File: config.mk
export PLATFORM = sky130hd
export DESIGN_NAME = alu_src_stage_flat
export DESIGN_NICKNAME = d
export VERILOG_FILES = /design/src/rtl/alu_src_stage_if.sv /design/src/rtl/alu_src_stage.sv /design/src/flat_wrapper.sv
export SDC_FILE = /design/constraint.sdc
export NUM_CORES = 1
export LEC_CHECK = 0
export BUFFER_PORTS_ARGS = -buffer_cell sky130_fd_sc_hd__buf_2
export CAP_MARGIN = 20
export CORE_ASPECT_RATIO = 0.9
export CORE_MARGIN = 4
export CORE_UTILIZATION = 28
export CTS_BUF_LIST = sky130_fd_sc_hd__clkbuf_4
export CTS_CLUSTER_DIAMETER = 30
export DETAILED_ROUTE_END_ITERATION = 16
export GPL_ROUTABILITY_DRIVEN = 0
export PLACE_DENSITY = 0.55
export SETUP_SLACK_MARGIN = 0.15
export SKIP_LAST_GASP = 1
export SYNTH_ARGS = -nofsm -noshare
export SYNTH_HDL_FRONTEND = slang
export SYNTH_SLANG_ARGS = --single-unit
File: constraint.sdc
create_clock -name CLK -period 3.6 [get_ports CLK]
set_clock_uncertainty 0.05 [all_clocks]
set_input_delay 0.36 -clock CLK [delete_from_list [all_inputs] [get_ports CLK]]
set_output_delay 0.36 -clock CLK [all_outputs]
set_load 0.03 [all_outputs]
File: src/rtl/alu_src_stage_if.sv
// Handshake and operand bus between the decode side, the operand-select stage and the ALU.
interface alu_src_stage_if #(
  parameter int WIDTH = 8,
  parameter int OPW   = 3,
  parameter int DSTW  = 3
);
  logic             IN_VALID;
  logic             IN_READY;
  logic [WIDTH-1:0] REGOUT1;
  logic [WIDTH-1:0] REGOUT2;
  logic [WIDTH-1:0] NEG_REGOUT2;
  logic [WIDTH-1:0] IMMEDIATE;
  logic             IMM_SEL;
  logic             SUB_SEL;
  logic [OPW-1:0]   ALUOP;
  logic [DSTW-1:0]  DEST;
  logic             OUT_VALID;
  logic             OUT_READY;
  logic [WIDTH-1:0] OPERAND1;
  logic [WIDTH-1:0] OPERAND2;
  logic [OPW-1:0]   OUT_ALUOP;
  logic [DSTW-1:0]  OUT_DEST;
  logic             NEG_OVF;

  // Stage side: consumes operands, produces the latched ALU entry.
  modport slave (
    input  IN_VALID, REGOUT1, REGOUT2, NEG_REGOUT2, IMMEDIATE, IMM_SEL, SUB_SEL,
           ALUOP, DEST, OUT_READY,
    output IN_READY, OUT_VALID, OPERAND1, OPERAND2, OUT_ALUOP, OUT_DEST, NEG_OVF
  );

  // Environment side: drives operands upstream and ready downstream.
  modport master (
    output IN_VALID, REGOUT1, REGOUT2, NEG_REGOUT2, IMMEDIATE, IMM_SEL, SUB_SEL,
           ALUOP, DEST, OUT_READY,
    input  IN_READY, OUT_VALID, OPERAND1, OPERAND2, OUT_ALUOP, OUT_DEST, NEG_OVF
  );
endinterface

File: src/rtl/alu_src_stage.sv
// Registered operand-2 select stage with a 2-entry skid buffer feeding the ALU.
module alu_src_stage #(
  parameter int WIDTH = 8,
  parameter int OPW   = 3,
  parameter int DSTW  = 3
) (
  input  logic            CLK,
  input  logic            RESET,
  alu_src_stage_if.slave  bus
);

  typedef struct packed {
    logic [WIDTH-1:0] op1;
    logic [WIDTH-1:0] op2;
    logic [OPW-1:0]   aluop;
    logic [DSTW-1:0]  dest;
    logic             neg_ovf;
  } entry_t;

  typedef enum logic [1:0] {EMPTY = 2'd0, ONE = 2'd1, FULL = 2'd2} state_t;

  state_t state_q, state_d;
  entry_t main_q, main_d;
  entry_t skid_q, skid_d;
  entry_t new_entry;
  logic   in_ready, in_xfer, out_xfer;

  // Build the incoming entry: immediate wins over negation, negation over raw.
  always_comb begin
    new_entry       = '0;
    new_entry.op1   = bus.REGOUT1;
    new_entry.aluop = bus.ALUOP;
    new_entry.dest  = bus.DEST;
    if (bus.IMM_SEL)      new_entry.op2 = bus.IMMEDIATE;
    else if (bus.SUB_SEL) new_entry.op2 = bus.NEG_REGOUT2;
    else                  new_entry.op2 = bus.REGOUT2;
    // Negating the most-negative value wraps back onto itself.
    new_entry.neg_ovf = !bus.IMM_SEL && bus.SUB_SEL &&
                        (bus.REGOUT2 == {1'b1, {(WIDTH-1){1'b0}}});
  end

  // Next-state and storage updates for the EMPTY/ONE/FULL occupancy machine.
  always_comb begin
    in_ready = RESET && (state_q != FULL);
    in_xfer  = bus.IN_VALID && in_ready;
    out_xfer = (state_q != EMPTY) && bus.OUT_READY;
    state_d  = state_q;
    main_d   = main_q;
    skid_d   = skid_q;
    case (state_q)
      EMPTY: begin
        if (in_xfer) begin
          main_d  = new_entry;
          state_d = ONE;
        end
      end
      ONE: begin
        if (in_xfer && out_xfer) begin
          main_d = new_entry;
        end else if (in_xfer) begin
          skid_d  = new_entry;
          state_d = FULL;
        end else if (out_xfer) begin
          state_d = EMPTY;
        end
      end
      FULL: begin
        if (out_xfer) begin
          main_d  = skid_q;
          state_d = ONE;
        end
      end
      default: state_d = EMPTY;
    endcase
  end

  // State and entry registers; reset clears everything including the skid.
  always_ff @(posedge CLK) begin
    if (!RESET) begin
      state_q <= EMPTY;
      main_q  <= '0;
      skid_q  <= '0;
    end else begin
      state_q <= state_d;
      main_q  <= main_d;
      skid_q  <= skid_d;
    end
  end

  assign bus.IN_READY  = in_ready;
  assign bus.OUT_VALID = (state_q != EMPTY);
  assign bus.OPERAND1  = main_q.op1;
  assign bus.OPERAND2  = main_q.op2;
  assign bus.OUT_ALUOP = main_q.aluop;
  assign bus.OUT_DEST  = main_q.dest;
  assign bus.NEG_OVF   = main_q.neg_ovf;

endmodule
File: src/flat_wrapper.sv
// flat-port wrapper written by rule: the top's interface ports become plain ports
module alu_src_stage_flat 
#(
  parameter int WIDTH = 8,
  parameter int OPW   = 3,
  parameter int DSTW  = 3
)
  (CLK, RESET, bus_IN_VALID, bus_REGOUT1, bus_REGOUT2, bus_NEG_REGOUT2, bus_IMMEDIATE, bus_IMM_SEL, bus_SUB_SEL, bus_ALUOP, bus_DEST, bus_OUT_READY, bus_IN_READY, bus_OUT_VALID, bus_OPERAND1, bus_OPERAND2, bus_OUT_ALUOP, bus_OUT_DEST, bus_NEG_OVF);
  alu_src_stage_if #(.WIDTH(WIDTH), .OPW(OPW), .DSTW(DSTW)) bus_i ();
  input  logic CLK;
  input  logic RESET;
  input wire logic [$bits(bus_i.IN_VALID)-1:0] bus_IN_VALID;
  input wire logic [$bits(bus_i.REGOUT1)-1:0] bus_REGOUT1;
  input wire logic [$bits(bus_i.REGOUT2)-1:0] bus_REGOUT2;
  input wire logic [$bits(bus_i.NEG_REGOUT2)-1:0] bus_NEG_REGOUT2;
  input wire logic [$bits(bus_i.IMMEDIATE)-1:0] bus_IMMEDIATE;
  input wire logic [$bits(bus_i.IMM_SEL)-1:0] bus_IMM_SEL;
  input wire logic [$bits(bus_i.SUB_SEL)-1:0] bus_SUB_SEL;
  input wire logic [$bits(bus_i.ALUOP)-1:0] bus_ALUOP;
  input wire logic [$bits(bus_i.DEST)-1:0] bus_DEST;
  input wire logic [$bits(bus_i.OUT_READY)-1:0] bus_OUT_READY;
  output wire logic [$bits(bus_i.IN_READY)-1:0] bus_IN_READY;
  output wire logic [$bits(bus_i.OUT_VALID)-1:0] bus_OUT_VALID;
  output wire logic [$bits(bus_i.OPERAND1)-1:0] bus_OPERAND1;
  output wire logic [$bits(bus_i.OPERAND2)-1:0] bus_OPERAND2;
  output wire logic [$bits(bus_i.OUT_ALUOP)-1:0] bus_OUT_ALUOP;
  output wire logic [$bits(bus_i.OUT_DEST)-1:0] bus_OUT_DEST;
  output wire logic [$bits(bus_i.NEG_OVF)-1:0] bus_NEG_OVF;
  assign bus_i.IN_VALID = bus_IN_VALID;
  assign bus_i.REGOUT1 = bus_REGOUT1;
  assign bus_i.REGOUT2 = bus_REGOUT2;
  assign bus_i.NEG_REGOUT2 = bus_NEG_REGOUT2;
  assign bus_i.IMMEDIATE = bus_IMMEDIATE;
  assign bus_i.IMM_SEL = bus_IMM_SEL;
  assign bus_i.SUB_SEL = bus_SUB_SEL;
  assign bus_i.ALUOP = bus_ALUOP;
  assign bus_i.DEST = bus_DEST;
  assign bus_i.OUT_READY = bus_OUT_READY;
  assign bus_IN_READY = bus_i.IN_READY;
  assign bus_OUT_VALID = bus_i.OUT_VALID;
  assign bus_OPERAND1 = bus_i.OPERAND1;
  assign bus_OPERAND2 = bus_i.OPERAND2;
  assign bus_OUT_ALUOP = bus_i.OUT_ALUOP;
  assign bus_OUT_DEST = bus_i.OUT_DEST;
  assign bus_NEG_OVF = bus_i.NEG_OVF;
  alu_src_stage #(.WIDTH(WIDTH), .OPW(OPW), .DSTW(DSTW)) u_core (.CLK(CLK), .RESET(RESET), .bus(bus_i));
endmodule
==> flow_summary.json <==
{
  "ys.flop_type": "dfxtp_1",
  "route.vias.total": 2020,
  "fin_crit_ns": 2.04,
  "std_cell_rows": 30,
  "initial_core_util_pct": 28.8,
  "overflow": 0,
  "max_slew_margin_pct": 33.5,
  "worstMarginPinSlew_ns": 0.994,
  "max-vdd-ir-drop_mv": 0.124,
  "maxCapViolCount": 0,
  "diodes": 0,
  "viasPerCell": 4.79,
  "end_kind": "flip-flop",
  "reg2reg_depth": 4,
  "core_sq_um": 7540,
  "die_y_um": 91.5,
  "ys_seq_area_share_pct": 44.3,
  "clock-sinks": 48,
  "yosys-top-cells-area": "dfxtp_1 44%, nand2_1 13%, a21oi_1 5.8%",
  "drt-total-wl_um": 5780,
  "yosys_warnings": 0,
  "period_share_pct": 56.7,
  "outcome": "completed",
  "powerDensity_nw_per_um2": 393,
  "clockRootBuffer": "clkbuf_4",
  "timing.hold.ws_ns": 0.182,
  "p_total_mw": 1.02,
  "finalNonFillerCells": 422,
  "die_w_um": 101,
  "rrSetupSlack_ns": 1.56,
  "synth_most_common_cell": "nand2_1",
  "synth_top_area_share_pct": 44.3,
  "crit_type": "reg -> reg",
  "synth_common_cells": "76 x nand2_1, 48 x dfxtp_1, 25 x a21oi_1",
  "cts_buffers": 5,
  "synth_fp_nets": 314,
  "layout-drive-gt1-share_pct": 27.9,
  "area_growth_pct": 20.0,
  "drc": 0,
  "numPortBuffers": 68,
  "dieArea_sq_um": 9220,
  "drt_pass1_iterations": 5,
  "antenna_found_initial": 0,
  "clkSlewWorstSetupHoldPaths_ns": 0.13,
  "power_leakage_nw": 1.02,
  "reg2reg_from": "u_core.state_q[0]$_SDFFE_PN0P_",
  "synth_cells": 270,
  "hold_viol": 0,
  "drt_iter0_drc": 63,
  "tritoncts": "yes",
  "grt_pass1_vias": 1929,
  "final_util_pct": 34.5,
  "h-tree-depth": 2,
  "synth.ff_latch_count": 48,
  "path_max_fanout": 23,
  "synth_edf_count": 0,
  "antenna_left": 0,
  "hold_class": "in -> reg",
  "max_freq_ghz": 0.490,
  "tns_ns": 0,
  "synth_top_area_cell": "dfxtp_1",
  "post_cts_resized": 0,
  "hold_buffers": 0,
  "slew_violations": 0,
  "async_flop_share_pct": 0,
  "fin_nets": 369,
  "cts.path.max_buffers": 2,
  "grt_pass1_wl_um": 9360,
  "grt_usage_pct": 12.7,
  "worst_ep_required_time_ns": 3.84,
  "place_inst": 414,
  "dpl.hpwl_um": 3890,
  "wl_per_cell_um": 13.7,
  "ioPinCount": 69,
  "start_kind": "flip-flop",
  "rsz0062_at_grt": "no",
  "worst_r2r_endpoint": "u_core.skid_q[14]$_SDFFE_PN0P_",
  "syn_area_sq_um": 2170,
  "synth.avg_cell_area_sq_um": 8.04,
  "insertion_delay_ns": 0.36,
  "post_cts_buffers": 0,
  "setup_viol": 0,
  "arrival_ns": 2.28,
  "endpoint": "u_core.skid_q[14]$_SDFFE_PN0P_",
  "grt_max_degree": 46,
  "synth_cell_types": 30,
  "startpoint": "u_core.state_q[0]$_SDFFE_PN0P_"
}
## routing by layer
| layer | up-vias | part of all wire [%] | GRT usage, % |
|---|---|---|---|
| li1 | 1055 | - | - |
| met3 | 5 | 5.3 | 4.30 |
| met5 | - | 0 | 0 |
| met1 | 913 | 48 | 16.5 |
| met2 | 47 | 46 | 19.8 |
| met4 | 0 | 1.1 | 3.37 |
## worst min-delay path by stage
| stage | cells past startpoint | end | startpoint | slack [ns] |
|---|---|---|---|---|
| CTS | 3 | u_core.skid_q[21]$_SDFFE_PN0P_ | bus_REGOUT1[6] | 0.16 |
| floorplan | 2 | u_core.skid_q[10]$_SDFFE_PN0P_ | u_core.skid_q[10]$_SDFFE_PN0P_ | 0.38 |
| global route | 3 | u_core.skid_q[21]$_SDFFE_PN0P_ | bus_REGOUT1[6] | 0.14 |
| detailed placement | 2 | u_core.skid_q[13]$_SDFFE_PN0P_ | u_core.skid_q[13]$_SDFFE_PN0P_ | 0.40 |
| finish | 3 | u_core.skid_q[16]$_SDFFE_PN0P_ | bus_REGOUT1[1] | 0.18 |
| global placement | 2 | u_core.skid_q[8]$_SDFFE_PN0P_ | u_core.skid_q[8]$_SDFFE_PN0P_ | 0.39 |
## cells by family after synthesis
| kind of cell | after synthesis | share of synthesized area (%) |
|---|---|---|
| flops | 48 | 44.3 |
| compound gates | 76 | 23.6 |
| simple gates | 112 | 22.2 |
| buf+inv | 25 | 5.31 |
| mux | 9 | 4.61 |
## cells in the final DEF, fill, tap and decap left out, types with 3 or more instances in the layout
master,count
a21oi_1,25
a311oi_1,14
a31oi_1,9
buf_2,68
buf_4,3
clkbuf_4,7
dfxtp_1,48
mux2_2,8
nand2_1,76
nand2b_1,10
nor2_1,16
o211ai_1,16
o21ai_0,9
## worst max-delay path: stages (launching register included)
cell	delay, ns
dfxtp_1	0.43
nor2b_4	0.25
and3_1	0.83
o211ai_1	0.22
a21oi_1	0.19
## power breakdown
part	switching (mW)	total, mW	internal [mW]	leakage [nW]
clock network	0.161	0.252	0.0905	0.0338
logic	0.128	0.201	0.0730	0.597
registers	0.0141	0.572	0.558	0.392
total	0.303	1.02	0.721	1.02
## flip-flops by register name, indices dropped and copies added, names as in the netlist
name and count:
u_core.bus.OPERAND2 8, u_core.skid_q 23, u_core.state_q 2, u_core.bus.OUT_ALUOP 3, u_core.bus.OPERAND1 8, u_core.bus.OUT_DEST 3
u_core.bus.NEG_OVF 1
## final cells by class
type,instances,area [sq um]
fill,828,4940
tap,96,120
multi-input combinational,197,1100
inverter,2,7.51
sequential,48,961
timing repair buffer,71,363
clock buffer,7,52.6
clock inverter,1,3.75
## stage by stage
stage / setup WS, ns / cell area, sq um
after floorplan: 1.98 / 2170
after global routing: 1.32 / 2600
after detailed placement: 1.43 / 2550
after CTS: 1.53 / 2600
after global placement: 1.48 / 2550
final: 1.56 / 2600
No activity file was read; power rests on OpenSTA's default activity.
